==> config.mk <==
export PLATFORM = sky130hd
export DESIGN_NAME = hamming_secded_dec_flat
export DESIGN_NICKNAME = d
export VERILOG_FILES = /design/src/rtl/hamming_secded_dec_pkg.sv /design/src/rtl/hamming_secded_dec_if.sv /design/src/rtl/hamming_secded_dec_syndrome.sv /design/src/rtl/hamming_secded_dec.sv /design/src/flat_wrapper.sv
export SDC_FILE = /design/constraint.sdc
export NUM_CORES = 1
export LEC_CHECK = 0
export BUFFER_PORTS_ARGS = -buffer_cell sky130_fd_sc_hd__buf_4
export CORE_UTILIZATION = 54
export DETAILED_ROUTE_END_ITERATION = 7
export PLACE_DENSITY = 0.76
export SLEW_MARGIN = 5
export SYNTH_ARGS = -nofsm -noshare
export SYNTH_HDL_FRONTEND = slang
export SYNTH_HIERARCHICAL = 1
export SYNTH_SLANG_ARGS = --single-unit
==> constraint.sdc <==
create_clock -name clk -period 2.5 [get_ports clk]
set_input_delay 0.125 -clock clk [delete_from_list [all_inputs] [get_ports clk]]
set_output_delay 0.125 -clock clk [all_outputs]
set_load 0.01 [all_outputs]
==> src/rtl/hamming_secded_dec_pkg.sv <==
// Shared helpers for the SECDED decoder: code geometry and word classification.
// Pure constants and functions, no logic of its own.
// Not applicable (no handshake).
package hamming_pkg;

    // Outcome of decoding one codeword
    typedef enum logic [1:0] {
        CLEAN  = 2'd0,
        CORR   = 2'd1,
        UNCORR = 2'd2
    } cls_e;

    // Number of Hamming parity bits: smallest r with 2^r >= data_w + r + 1
    function automatic int calc_r(input int data_w);
        int r;
        r = 1;
        for (int k = 0; k < 8; k++) begin
            if ((1 << r) < data_w + r + 1) begin
                r = r + 1;
            end
        end
        return r;
    endfunction

    function automatic bit is_pow2(input int p);
        return (p > 0) && ((p & (p - 1)) == 0);
    endfunction

    // Hamming position of data bit i: the i-th non-power-of-two position from 1 upward
    function automatic int data_pos(input int i);
        int cnt;
        int pos;
        cnt = 0;
        pos = 0;
        for (int p = 1; p < 128; p++) begin
            if (!is_pow2(p)) begin
                if (cnt == i && pos == 0) begin
                    pos = p;
                end
                cnt = cnt + 1;
            end
        end
        return pos;
    endfunction

endpackage

==> src/rtl/hamming_secded_dec_if.sv <==
// Handshake bundle between the receive port, the SECDED decoder and its consumer.
// Wires only, no latency.
// Carries both valid/ready pairs; the decoder is the slave side.
interface hamming_secded_dec_if #(
    parameter int DATA_W = 4,
    parameter int CNT_W  = 16
) ();
    import hamming_pkg::*;

    localparam int R = calc_r(DATA_W);
    localparam int N = DATA_W + R + 1;

    logic              in_valid;
    logic              in_ready;
    logic [N-1:0]      in_code;
    logic              correct_en;
    logic              out_valid;
    logic              out_ready;
    logic [DATA_W-1:0] out_data;
    logic              out_corrected;
    logic              out_uncorr;
    logic [R-1:0]      out_syndrome;
    logic              clr_cnt;
    logic [CNT_W-1:0]  cnt_corr;
    logic [CNT_W-1:0]  cnt_uncorr;

    modport master (
        output in_valid, in_code, correct_en, out_ready, clr_cnt,
        input  in_ready, out_valid, out_data, out_corrected, out_uncorr,
               out_syndrome, cnt_corr, cnt_uncorr
    );

    modport slave (
        input  in_valid, in_code, correct_en, out_ready, clr_cnt,
        output in_ready, out_valid, out_data, out_corrected, out_uncorr,
               out_syndrome, cnt_corr, cnt_uncorr
    );

endinterface

==> src/rtl/hamming_secded_dec_syndrome.sv <==
// Hamming syndrome and overall parity of a codeword.
// Purely combinational, zero latency.
// No handshake; evaluated on whatever sits on the input.
module hamming_syndrome #(
    parameter int N = 8,
    parameter int R = 3
) (
    input  logic [N-1:0] code,
    output logic [R-1:0] syn,
    output logic         par
);

    // Syndrome is the XOR of every set position index; bit 0 only feeds overall parity
    always_comb begin
        syn = '0;
        for (int p = 1; p < N; p++) begin
            if (code[p]) begin
                syn = syn ^ R'(p);
            end
        end
        par = ^code;
    end

endmodule

==> src/rtl/hamming_secded_dec.sv <==
// Pipelined Hamming SECDED decoder with detect-only mode and saturating error counters.
// Two register stages: out_valid follows an accepted codeword by 2 cycles, 1 word/cycle.
// Stalls propagate backwards: in_ready drops only when both stages hold words and out_ready is low.
module hamming_secded_dec #(
    parameter int DATA_W = 4,
    parameter int CNT_W  = 16
) (
    input logic                 clk,
    input logic                 rst_n,
    hamming_secded_dec_if.slave bus
);
    import hamming_pkg::*;

    localparam int R = calc_r(DATA_W);
    localparam int N = DATA_W + R + 1;

    // Syndrome of the word on the input port
    logic [R-1:0] syn_c;
    logic         par_c;

    // Stage 1 state
    logic              s1_valid_q, s1_valid_d;
    logic [N-1:0]      s1_code_q,  s1_code_d;
    logic [R-1:0]      s1_syn_q,   s1_syn_d;
    logic              s1_par_q,   s1_par_d;
    logic              s1_cen_q,   s1_cen_d;

    // Stage 2 state (drives the output port)
    logic              s2_valid_q, s2_valid_d;
    logic [DATA_W-1:0] data_q,     data_d;
    logic              corr_q,     corr_d;
    logic              uncorr_q,   uncorr_d;
    logic [R-1:0]      syn_q,      syn_d;

    // Error counters
    logic [CNT_W-1:0]  cnt_corr_q,   cnt_corr_d;
    logic [CNT_W-1:0]  cnt_uncorr_q, cnt_uncorr_d;

    logic              s1_load;
    logic              s2_load;
    logic              out_fire;
    cls_e              cls_c;
    logic [N-1:0]      fixed_c;
    logic [DATA_W-1:0] data_c;

    hamming_syndrome #(.N(N), .R(R)) u_syndrome (
        .code (bus.in_code),
        .syn  (syn_c),
        .par  (par_c)
    );

    assign s2_load  = !s2_valid_q || bus.out_ready;
    assign s1_load  = !s1_valid_q || s2_load;
    assign out_fire = s2_valid_q && bus.out_ready;

    assign bus.in_ready      = s1_load;
    assign bus.out_valid     = s2_valid_q;
    assign bus.out_data      = data_q;
    assign bus.out_corrected = corr_q;
    assign bus.out_uncorr    = uncorr_q;
    assign bus.out_syndrome  = syn_q;
    assign bus.cnt_corr      = cnt_corr_q;
    assign bus.cnt_uncorr    = cnt_uncorr_q;

    // Stage 1: capture codeword, syndrome, parity and the per-word correct_en
    always_comb begin
        s1_valid_d = s1_valid_q;
        s1_code_d  = s1_code_q;
        s1_syn_d   = s1_syn_q;
        s1_par_d   = s1_par_q;
        s1_cen_d   = s1_cen_q;
        if (s1_load) begin
            s1_valid_d = bus.in_valid;
            if (bus.in_valid) begin
                s1_code_d = bus.in_code;
                s1_syn_d  = syn_c;
                s1_par_d  = par_c;
                s1_cen_d  = bus.correct_en;
            end
        end
    end

    // Classify the stage-1 word; a syndrome beyond the codeword only occurs in shortened codes
    always_comb begin
        cls_c = CLEAN;
        if (s1_par_q) begin
            if (int'(s1_syn_q) <= N - 1) begin
                cls_c = CORR;
            end else begin
                cls_c = UNCORR;
            end
        end else if (s1_syn_q != '0) begin
            cls_c = UNCORR;
        end
    end

    // Repair the flagged position (if enabled) and pull data bits out of their positions
    always_comb begin
        fixed_c = s1_code_q;
        if (cls_c == CORR && s1_cen_q) begin
            for (int p = 1; p < N; p++) begin
                if (s1_syn_q == R'(p)) begin
                    fixed_c[p] = ~s1_code_q[p];
                end
            end
        end
        data_c = '0;
        for (int i = 0; i < DATA_W; i++) begin
            data_c[i] = fixed_c[data_pos(i)];
        end
    end

    // Stage 2: hold the result until the consumer takes it
    always_comb begin
        s2_valid_d = s2_valid_q;
        data_d     = data_q;
        corr_d     = corr_q;
        uncorr_d   = uncorr_q;
        syn_d      = syn_q;
        if (s2_load) begin
            s2_valid_d = s1_valid_q;
            if (s1_valid_q) begin
                data_d   = data_c;
                corr_d   = (cls_c == CORR);
                uncorr_d = (cls_c == UNCORR);
                syn_d    = s1_syn_q;
            end
        end
    end

    // Count delivered flagged beats, saturating; clear has priority
    always_comb begin
        cnt_corr_d   = cnt_corr_q;
        cnt_uncorr_d = cnt_uncorr_q;
        if (bus.clr_cnt) begin
            cnt_corr_d   = '0;
            cnt_uncorr_d = '0;
        end else begin
            if (out_fire && corr_q && cnt_corr_q != '1) begin
                cnt_corr_d = cnt_corr_q + CNT_W'(1);
            end
            if (out_fire && uncorr_q && cnt_uncorr_q != '1) begin
                cnt_uncorr_d = cnt_uncorr_q + CNT_W'(1);
            end
        end
    end

    // State registers; reset discards in-flight words and clears results and counters
    always_ff @(posedge clk or negedge rst_n) begin
        if (!rst_n) begin
            s1_valid_q   <= 1'b0;
            s1_code_q    <= '0;
            s1_syn_q     <= '0;
            s1_par_q     <= 1'b0;
            s1_cen_q     <= 1'b0;
            s2_valid_q   <= 1'b0;
            data_q       <= '0;
            corr_q       <= 1'b0;
            uncorr_q     <= 1'b0;
            syn_q        <= '0;
            cnt_corr_q   <= '0;
            cnt_uncorr_q <= '0;
        end else begin
            s1_valid_q   <= s1_valid_d;
            s1_code_q    <= s1_code_d;
            s1_syn_q     <= s1_syn_d;
            s1_par_q     <= s1_par_d;
            s1_cen_q     <= s1_cen_d;
            s2_valid_q   <= s2_valid_d;
            data_q       <= data_d;
            corr_q       <= corr_d;
            uncorr_q     <= uncorr_d;
            syn_q        <= syn_d;
            cnt_corr_q   <= cnt_corr_d;
            cnt_uncorr_q <= cnt_uncorr_d;
        end
    end

endmodule

==> src/flat_wrapper.sv <==
// flat-port wrapper written by rule: the top's interface ports become plain ports
module hamming_secded_dec_flat import hamming_pkg::*;
#(
    parameter int DATA_W = 4,
    parameter int CNT_W  = 16
)
  (clk, rst_n, bus_in_valid, bus_in_code, bus_correct_en, bus_out_ready, bus_clr_cnt, bus_in_ready, bus_out_valid, bus_out_data, bus_out_corrected, bus_out_uncorr, bus_out_syndrome, bus_cnt_corr, bus_cnt_uncorr);
  hamming_secded_dec_if #(.DATA_W(DATA_W), .CNT_W(CNT_W)) bus_i ();
  input logic clk;
  input logic rst_n;
  input wire logic [$bits(bus_i.in_valid)-1:0] bus_in_valid;
  input wire logic [$bits(bus_i.in_code)-1:0] bus_in_code;
  input wire logic [$bits(bus_i.correct_en)-1:0] bus_correct_en;
  input wire logic [$bits(bus_i.out_ready)-1:0] bus_out_ready;
  input wire logic [$bits(bus_i.clr_cnt)-1:0] bus_clr_cnt;
  output wire logic [$bits(bus_i.in_ready)-1:0] bus_in_ready;
  output wire logic [$bits(bus_i.out_valid)-1:0] bus_out_valid;
  output wire logic [$bits(bus_i.out_data)-1:0] bus_out_data;
  output wire logic [$bits(bus_i.out_corrected)-1:0] bus_out_corrected;
  output wire logic [$bits(bus_i.out_uncorr)-1:0] bus_out_uncorr;
  output wire logic [$bits(bus_i.out_syndrome)-1:0] bus_out_syndrome;
  output wire logic [$bits(bus_i.cnt_corr)-1:0] bus_cnt_corr;
  output wire logic [$bits(bus_i.cnt_uncorr)-1:0] bus_cnt_uncorr;
  assign bus_i.in_valid = bus_in_valid;
  assign bus_i.in_code = bus_in_code;
  assign bus_i.correct_en = bus_correct_en;
  assign bus_i.out_ready = bus_out_ready;
  assign bus_i.clr_cnt = bus_clr_cnt;
  assign bus_in_ready = bus_i.in_ready;
  assign bus_out_valid = bus_i.out_valid;
  assign bus_out_data = bus_i.out_data;
  assign bus_out_corrected = bus_i.out_corrected;
  assign bus_out_uncorr = bus_i.out_uncorr;
  assign bus_out_syndrome = bus_i.out_syndrome;
  assign bus_cnt_corr = bus_i.cnt_corr;
  assign bus_cnt_uncorr = bus_i.cnt_uncorr;
  hamming_secded_dec #(.DATA_W(DATA_W), .CNT_W(CNT_W)) u_core (.clk(clk), .rst_n(rst_n), .bus(bus_i));
endmodule
# Word-level counts from Yosys, hierarchy flattened
# Index checks and enable logic that the tools add are counted.
# word_totals
register_bits	56
out_inout_bits	43
in_bits	14
elab_cells	75
# op_classes
reduce_logical	16
n_bitwise	13
eq_ne	11
add_sub_neg	2
mux	21
# op_table
operator	n
16-bit two-way mux	4
16-bit by 1-bit adder with 16-bit output, second input constant	2
16-bit inequality test, second input constant	2
3-bit equality test, second input constant	4
3-bit two-way mux	4
1-bit two-way mux	8
2-bit two-way mux	4
8-bit parity	1
7-bit two-way mux	1
1-bit NOT	7
3-bit by 2-bit equality test with 1-bit output, second input constant	2
1-bit logical AND	6
2-bit NOT	3
2-bit AND reduction	2
2-bit nonzero test	2
3-bit by 1-bit equality test with 1-bit output, second input constant	1
3-bit NOT	1
3-bit nonzero test	1
2-bit by 1-bit equality test with 1-bit output, second input constant	1
2-bit equality test, second input constant	1
1-bit zero test	2
1-bit logical OR	2
1-bit NOT, first input constant	2

# Logic depth before layout (Yosys ltp)
# Gate-level depths: netlist (run 1).
# logic_depth
depth_word	11
depth_mapped	6

# Cells and area by module
# Netlist (run 1), hierarchy kept.
# by_module_without_submodules
mod	cells_per_inst	area_each_um2	n_inst
hamming_secded_dec	258	2637.5	1
hamming_syndrome	11	103.8	1

# Least setup slack after synthesis (run 1)
# No wires, ideal clock.
# synth_timing
path_type	reg2reg
startpoint	reg u_core.s2_valid_q (netlist: u_core/bus.out_valid)
endpoint	reg u_core.cnt_uncorr_q[13] (netlist: u_core/bus.cnt_uncorr[13])
synth_period_minus_slack_ns	1.959
t_arrival_ns	1.831
setup_time_ns	0.128
path_buffers	1
t_required_ns	2.372
path_slack_ns	0.541
stages_incl_launch_ff	6
cell_sequence	dfrtp_1 > nand3_2 > or4_1 > buf_2 > nor4b_1 > mux2_1
# synth_between
elab_chain_len	4
# synth_lines
element	line_no	text
from (decl)	hamming_secded_dec.sv:29	logic s2_valid_q, s2_valid_d;
from (signal assigned)	hamming_secded_dec.sv:169	s2_valid_q <= s2_valid_d;
1-bit logical AND	hamming_secded_dec.sv:54	assign out_fire = s2_valid_q && bus.out_ready;
1-bit logical AND (2 in a row)	hamming_secded_dec.sv:142	if (out_fire && uncorr_q && cnt_uncorr_q != '1) begin
2-bit nonzero test (no source line)	-	
to (signal assigned)	hamming_secded_dec.sv:175	cnt_uncorr_q <= cnt_uncorr_d;
to (decl)	hamming_secded_dec.sv:37	logic [CNT_W-1:0] cnt_uncorr_q, cnt_uncorr_d;
# Every way passes these cells.
# A chain may end at the register's enable or synchronous reset.

# Worst setup path after layout (run 1)
# layout_timing
startpoint	reg u_core.s2_valid_q (netlist: u_core/bus.out_valid)
endpoint	reg u_core.cnt_corr_q[13] (netlist: u_core/bus.cnt_corr[13])
# layout_between
elab_chain_len	4
# layout_lines
element	line_no	text
1-bit logical AND	hamming_secded_dec.sv:54	
1-bit logical AND (2 in a row)	hamming_secded_dec.sv:139	if (out_fire && corr_q && cnt_corr_q != '1) begin
2-bit nonzero test (no source line)	-	
to (signal assigned)	hamming_secded_dec.sv:174	cnt_corr_q <= cnt_corr_d;
to (decl)	hamming_secded_dec.sv:36	logic [CNT_W-1:0] cnt_corr_q, cnt_corr_d;
# Every way passes these cells.

==> impl_summary.txt, run 1 <==
----------------------------------------------------
[Floorplanning]
  Top Ports ... 57
  Count of standard-cell rows ... 25
  Vertical die dimension ... 73.25 um
  Area of the die ... 5366 sq um
  Initial Utilization ... 0.5691
  Placeable core region ... 4817 sq um
  DIE WIDTH ... 73.25 um

[Synthesis]
  Nets in the synthesized netlist ... 285
  Synthesized area per cell ... 10.19 sq um
  Leading cell types by total area after synthesis ... dfrtp_1 47%, mux2_2 5.8%, o31ai_1 4.9%
  Post-Syn Instances ... 269
  Count of distinct cell types in the synthesized netlist ... 39
  Asr flop ratio synth ... 1.000
  Most numerous cell in the Yosys netlist ... dfrtp_1
  Post-synth top flop ... dfrtp_1
  Flops & latches, synth ... 52
  Number of flops mapped to enable cells by yosys ... 0
  Ranking of synthesized cells by instance count ... 52 x dfrtp_1, 26 x a21oi_1, 18 x nand2_1, 18 x o31ai_1, 18 x or4_1
  Area fraction of the dominant cell type after synthesis ... 0.4747
  Count of synthesis-stage warnings from yosys ... 6
  Seq/Total Area, Yosys ... 0.4747
  Mapped cell area ... 2741 sq um
  Largest area contributor in the netlist ... dfrtp_1

[Clock network]
  Clock input transition at the sequential cells of the worst setup and hold paths ... 100 ps
  Maximum buffer depth of the clock tree ... 2
  CTS HTree Levels ... 2
  Hold-fix buffer count after cts ... 1
  Number of cells upsized or downsized after cts ... 0
  Clock tree from TritonCTS ... built
  Sinks on Clock Net ... 52
  Clock buffer count from CTS ... 5
  Root Buffer Master ... clkbuf_8
  Worst-skew pair later-pin latency ... 310 ps
  Buffers inserted by post-CTS timing repair ... 0

[Critical path]
  Largest driver fanout on the critical path ... 7
  Delay of the slowest critical-path stage ... 610 ps
  Critical path start-end classification ... register to register
  Slowest cell on the critical path ... or4_4
  Req. time, crit path ... 2730 ps
  Startpoint class of the critical path ... register
  CP Capture Type ... register
  Arrival time at the worst endpoint ... 2340 ps
  Number of cells on the worst reg-to-reg path ... 4
  Sequence of cells on the critical path ... nand3_1 -> or4_4 -> or4b_1 -> a21oi_1

[Timing]
  Final Hold Violating Endpoints ... 0
  Setup skew after layout ... 10.80 ps
  RSZ-0062 raised after global routing ... no
  Relative slew slack ... 0.5191
  Final setup violating endpoints ... 0
  Max Fclk ... 473.5 MHz
  Period Utilization, post-route ... 0.8448
  Final total negative setup slack ... 0 ps
  Max Transition Viols Final ... 0
  Tmin final ... 2112 ps
  Tightest Pin Transition ... 714.8 ps

[Drt]
  Average vias per placed instance ... 5.952
  Detailed Route WL ... 5894 um
  Pre-antenna DRT Iters ... 4
  Met3 wire len ... 263 um
  Post-detailed-route wirelength per cell ... 14.96 um
  Remaining antenna violation count ... 0
  Met2 layer wire length in the routed design ... 2940 um
  DRC ... 0
  Highest routed metal layer ... met4
  Via count ... 2,345
  Met1 wire length ... 2600 um
  DRT iter0 DRCs ... 166

[GRT]
  Overall track demand over capacity in global routing ... 0.2428
  GRT Residual Overflow ... 0
  Vias in the first global route ... 2,110
  Largest net degree at the start of global routing ... 53
  Initial antenna violation count ... 0
  First-pass GRT wire length ... 9936 um

[Power]
  Fraction of power consumed by sequential logic ... 0.538
  Leakage power total ... 1.348 nW
  Net switching power of the design ... 0.5704 mW
  IR Drop Worst-Case VDD ... 0.4524 mV
  Combinational share of power ... 0.206
  Internal power ... 1.352 mW
  Switching part of the total power ... 0.2967
  Power Density ... 576.5 nW/um^2
  Overall power ... 1.922 mW
  Part of the total power dissipated in the clock network ... 0.256

[Hold path]
  Number of instances on the worst hold path ... 2
  Min-delay worst type ... input port to register

[Outcome]
  Result of the run ... finished, final reports clean

[Placement]
  Port Buffer Count ... 56
  Number of placed instances, taps included ... 385
  GPL Wtd Cong ... 0.8161
  Placed instance area ... 3233 sq um
  Sum of net half-perimeters after detailed placement ... 4231 um

[Final layout]
  Area growth, synth to finish ... 21.63%
  Final non-filler cell area ... 3334 sq um
  Final-stage net count ... 342
  Area of the multi-input gates ... 1368 sq um
  Final non-filler cell total ... 394
  Core occupancy in the finished layout ... 0.6922
  Layout filler cell count ... 408
  Final antenna diode count ... 0
  Fraction of layout instances using a drive strength above 1 ... 0.2783
  Area of all sequential standard cells ... 1301 sq um

[Flow run]
  Max-capacitance violation count ... 0

----------------------------------------------------
-- through the flow --
stage,worst slack (ps),hold WS (ps)
3_5_place_dp,423.8,202.0
2_1_floorplan,541.3,-170.6
5_1_grt,234.7,1.937
6_report,388.1,17.19
3_3_place_gp,485.0,204.6
4_1_cts,405.1,5.623
-- critical path: cells and delay by family (launching register included) --
kind / cells / cell delay [ps]
DFF: 1 / 490
AOI/OAI and AO/OA: 1 / 170
and+or+nand+nor: 3 / 1370
-- kinds of logic after synthesis --
group,Yosys count,share of synthesized area
buf+inv,19,0.02647
simple gates,105,0.2405
flops,52,0.4747
compound gates,60,0.1333
xor+xnor,15,0.05066
mux,16,0.06527
fa+ha+maj,2,0.009127
-- power by group through the flow --
stage / clock [mW] / sequential (mW) / combinational (mW)
after floorplan: 0 / 1.06 / 0.192
after global placement: 0 / 1.05 / 0.386
after detailed placement: 0 / 1.05 / 0.400
after CTS: 0.512 / 1.03 / 0.402
after global routing: 0.544 / 1.05 / 0.429
final: 0.492 / 1.03 / 0.395
-- flip-flops by register name, summed over array words and instances, names as in the netlist --
name and flops:
u_core/s1_cen_q 1, u_core/bus.out_data 4, u_core/bus.out_corrected 1, u_core/bus.cnt_corr 16, u_core/s1_valid_q 1, u_core/s1_syn_q 3, u_core/s1_par_q 1, u_core/bus.out_syndrome 3
u_core/bus.out_uncorr 1, u_core/bus.cnt_uncorr 16, u_core/s1_code_q 4, u_core/bus.out_valid 1
-- routing by layer --
layer	GRT usage	vias to the layer above
li1	-	1132
met1	0.3144	1133
met2	0.4115	72
met3	0.04390	8
met4	0.08061	0
met5	0	-
-- path summary, 6_finish.rpt --
check / slack (ps) / from / to
setup / recovery: 390 / u_core/bus.out_valid / u_core/bus.cnt_corr[13]
hold / removal: 20 / bus_in_valid / u_core/s1_valid_q
setup reg to reg: 390 / u_core/bus.out_valid / u_core/bus.cnt_corr[13]
hold reg to reg: 490 / u_core/bus.out_data[3] / u_core/bus.out_data[3]
max in group asynchronous: 1670 / rst_n / u_core/bus.cnt_corr[13]
min in group asynchronous: 360 / rst_n / u_core/bus.cnt_corr[3]
-- final cells by class --
cell class                      count  share of cell area
Timing Repair Buffer               61              0.1381
Multi-Input combinational cell    198              0.4101
Sequential cell                    52              0.3902
Clock inverter                      3            0.006754
Tap cell                           67             0.02514
Inverter                            8            0.009006
Clock buffer                        5             0.02064
-- layout by cell type (no fill, tap or decap), drive strengths merged --
master / netlist / final
clkbuf: 10 / 5
nor2b: 2 / 2
a21oi: 26 / 26
and4: 3 / 3
nand4: 10 / 10
nand2: 18 / 18
or4b: 1 / 1
or4: 19 / 19
mux2i: 1 / 1
o31ai: 18 / 18
nor4b: 3 / 3
xor2: 2 / 2
nor4: 6 / 6
o41ai: 2 / 2
o21ba: 2 / 2
nand2b: 5 / 5
ha: 2 / 2
or3: 9 / 9
inv: 8 / 9
mux2: 15 / 15
dlygate4sd3: 0 / 1
nor3b: 4 / 4
nor3: 5 / 5
buf: 1 / 60
o21a: 1 / 1
clkinv: 0 / 2
and3: 1 / 1
dfrtp: 52 / 52
nand3b: 1 / 1
or2: 3 / 3
nand3: 10 / 10
o21ai: 11 / 11
xnor2: 13 / 13
nor2: 5 / 5
Note: power is estimated with default switching activity, not from simulation.
==> run 2: changes to the inputs <==
CORE_UTILIZATION = 49   (was 54)
PLACE_DENSITY = 0.73   (was 0.76)
clock period = 1.8 ns   (was 2.5 ns; I/O delays follow)
==> impl_summary.txt, run 2 (synthesis results as in run 1) <==
----------------------------------------------------
[Outcome]
  Result of the run ... finished with violations (was finished, final reports clean)
  Violations in the final reports ... negative setup slack

[GRT]
  GRT Residual Overflow ... 0 (unchanged)
  Met2 global-route usage ... 0.3920 (was 0.4115)
  Vias in the first global route ... 2,411 (was 2,110)
  First-pass GRT wire length ... 11,310 um (was 9936 um)
  Busiest layer in global routing ... met2 (unchanged)
  Initial antenna violation count ... 0 (unchanged)
  Met1 routing resource usage after global routing ... 0.3228 (was 0.3144)
  Largest net degree at the start of global routing ... 53 (unchanged)
  Met3 layer usage reported by global route ... 0.03571 (was 0.04390)
  Overall track demand over capacity in global routing ... 0.2384 (was 0.2428)

[Floorplanning]
  Initial Utilization ... 0.5234 (was 0.5691)
  Area of the die ... 5897 sq um (was 5366 sq um)
  DIE WIDTH ... 76.80 um (was 73.25 um)
  Top Ports ... 57 (unchanged)
  Placeable core region ... 5238 sq um (was 4817 sq um)
  Vertical die dimension ... 76.80 um (was 73.25 um)
  Count of standard-cell rows ... 26 (was 25)

[Power]
  Net switching power of the design ... 0.8094 mW (was 0.5704 mW)
  IR Drop Worst-Case VDD ... 0.7038 mV (was 0.4524 mV)
  Combinational share of power ... 0.211 (was 0.206)
  Internal power ... 2.214 mW (was 1.352 mW)
  Switching part of the total power ... 0.2677 (was 0.2967)
  Overall power ... 3.024 mW (was 1.922 mW)
  Part of the total power dissipated in the clock network ... 0.321 (was 0.256)
  Power Density ... 797.1 nW/um^2 (was 576.5 nW/um^2)
  Fraction of power consumed by sequential logic ... 0.469 (was 0.538)
  Leakage power total ... 1.599 nW (was 1.348 nW)

[Drt]
  Pre-antenna DRT Iters ... 4 (unchanged)
  Post-detailed-route wirelength per cell ... 15.29 um (was 14.96 um)
  DRC ... 0 (unchanged)
  Remaining antenna violation count ... 0 (unchanged)
  Detailed Route WL ... 6683 um (was 5894 um)
  DRT iter0 DRCs ... 129 (was 166)
  Average vias per placed instance ... 5.716 (was 5.952)
  Via count ... 2,498 (was 2,345)

[Timing]
  Max Transition Viols Final ... 0 (unchanged)
  Final Hold Violating Endpoints ... 0 (unchanged)
  Setup skew after layout ... 14.58 ps (was 10.80 ps)
  Period Utilization, post-route ... 1.012 (was 0.8448)
  Max Fclk ... 548.8 MHz (was 473.5 MHz)
  RSZ-0062 raised after global routing ... yes (was no)
  Tightest Pin Transition ... 672.2 ps (was 714.8 ps)
  Final setup violating endpoints ... 2 (was 0)
  Relative slew slack ... 0.5519 (was 0.5191)
  Setup WS post-layout ... -22.15 ps (was 388.1 ps)
  Tmin final ... 1822 ps (was 2112 ps)

[Clock network]
  Sinks on Clock Net ... 52 (unchanged)
  Root Buffer Master ... clkbuf_8 (unchanged)
  Clock input transition at the sequential cells of the worst setup and hold paths ... 100 ps (about the same)
  Maximum buffer depth of the clock tree ... 2 (unchanged)
  Clock tree from TritonCTS ... built (unchanged)
  Clock buffer count from CTS ... 5 (unchanged)
  CTS HTree Levels ... 2 (unchanged)
  Worst-skew pair later-pin latency ... 310 ps (about the same)

[Critical path]
  CP Capture Type ... register (unchanged)
  Family with the most delay on the worst path ... simple AND/OR/NAND/NOR gates (unchanged)
  Reg-to-reg slack, setup ... -20 ps (was 390 ps)
  Endpoint of the lowest-slack register-to-register path ... u_core/bus.cnt_corr[13] (unchanged)
  Sequence of cells on the critical path ... nand4_4 -> or4_4 -> or4b_4 -> a21oi_2 (was nand3_1 -> or4_4 -> or4b_1 -> a21oi_1)
  Logic depth of the worst path, buffers included ... 4 (unchanged)
  Slowest cell on the critical path ... or4_4 (unchanged)
  Req. time, crit path ... 2030 ps (was 2730 ps)
  Startpoint class of the critical path ... register (unchanged)
  Number of cells on the worst reg-to-reg path ... 4 (unchanged)
  Critical path start-end classification ... register to register (unchanged)
  Crit path buffers/inverters ... 0 (unchanged)
  Reg2reg start ... u_core/bus.cnt_corr[5] (was u_core/bus.out_valid)
  Arrival time at the worst endpoint ... 2050 ps (was 2340 ps)
  Largest driver fanout on the critical path ... 4 (was 7)
  Delay of the slowest critical-path stage ... 550 ps (was 610 ps)
  CP startpoint ... u_core/bus.cnt_corr[5] (was u_core/bus.out_valid)

[Final layout]
  Layout filler cell count ... 394 (was 408)
  Area of all sequential standard cells ... 1308 sq um (was 1301 sq um)
  Final-stage net count ... 382 (was 342)
  Area of the multi-input gates ... 1470 sq um (was 1368 sq um)
  Fraction of layout instances using a drive strength above 1 ... 0.4196 (was 0.2783)
  Final antenna diode count ... 0 (unchanged)
  Most common library cell in the layout ignoring fill and taps ... buf_4 (unchanged)
  Commonest cells after routing, fill and taps aside ... 98 x buf_4, 47 x dfrtp_1, 23 x a21oi_1 (was 60 x buf_4, 52 x dfrtp_1, 26 x a21oi_1)
  Area growth, synth to finish ... 38.38% (was 21.63%)

[Hold path]
  Number of instances on the worst hold path ... 2 (unchanged)
  Origin of the worst min-delay path ... bus_correct_en (was bus_in_valid)
  Worst hold endpoint ... u_core/s1_cen_q (was u_core/s1_valid_q)
  Min-delay worst type ... input port to register (unchanged)

[Placement]
  GPL Wtd Cong ... 0.7865 (was 0.8161)
  Setup slack at placement ... -54.99 ps (was 423.8 ps)
  Sum of net half-perimeters after detailed placement ... 4616 um (was 4231 um)
  Port Buffer Count ... 56 (unchanged)

[Flow run]
  Max-capacitance violation count ... 0 (unchanged)

----------------------------------------------------
-- run 2: how the worst max path moves through the flow --
| stage | slack [ps] | end |
|---|---|---|
| 6_report | -20 | u_core/bus.cnt_corr[13] |
| 5_1_grt | -90 | u_core/bus.cnt_uncorr[12] |
| 4_1_cts | -50 | u_core/bus.cnt_corr[13] |
| 3_5_place_dp | -50 | u_core/bus.cnt_uncorr[13] |
| 3_3_place_gp | -10 | u_core/bus.cnt_uncorr[11] |
| 2_1_floorplan | -80 | u_core/bus.cnt_uncorr[8] |
-- run 2: through the flow --
step	std cells	area [sq um]	hold slack (ps)	setup TNS, ps	util
6_report	437	3794	22.31	-31.90	0.7243
5_1_grt	437	3794	2.530	-752.4	0.7243
4_1_cts	431	3685	10.29	-53.01	0.7035
3_5_place_dp	421	3507	171.8	-176.8	0.6696
3_3_place_gp	421	3507	169.9	-25.09	0.6696
2_1_floorplan	269	2773	-205.6	-524.3	-
-- run 2: what timing repair did --
action,in CTS,in global routing
hold buffers,2,0
cloned,0,1
setup endpoints to repair,12,26
resized for setup,4,14
setup buffers,0,5
pin swaps,1,11
hold endpoints to repair,53,0
-- run 2: cell type report --
| cell class | count | area share |
|---|---|---|
| multi-input combinational | 198 | 0.3875 |
| sequential | 52 | 0.3447 |
| timing repair buffer | 101 | 0.2005 |
| tap | 70 | 0.02309 |
| clock buffer | 5 | 0.01814 |
| clock inverter | 3 | 0.01814 |
| inverter | 8 | 0.007916 |
-- run 2: per-layer routing --
layer | vias up | part of all wire
met5 | - | 0
met4 | 0 | 0.0070
met3 | 5 | 0.034
met2 | 56 | 0.50
met1 | 1228 | 0.46
li1 | 1209 | -
-- run 2: power by group through the flow --
| stage | clock network (mW) | registers [mW] | logic [mW] |
|---|---|---|---|
| after CTS | 0.985 | 1.42 | 0.642 |
| final | 0.969 | 1.42 | 0.637 |
| after floorplan | 0 | 1.47 | 0.269 |
| after detailed placement | 0 | 1.44 | 0.636 |
| after global routing | 1.03 | 1.44 | 0.700 |
| after global placement | 0 | 1.43 | 0.622 |
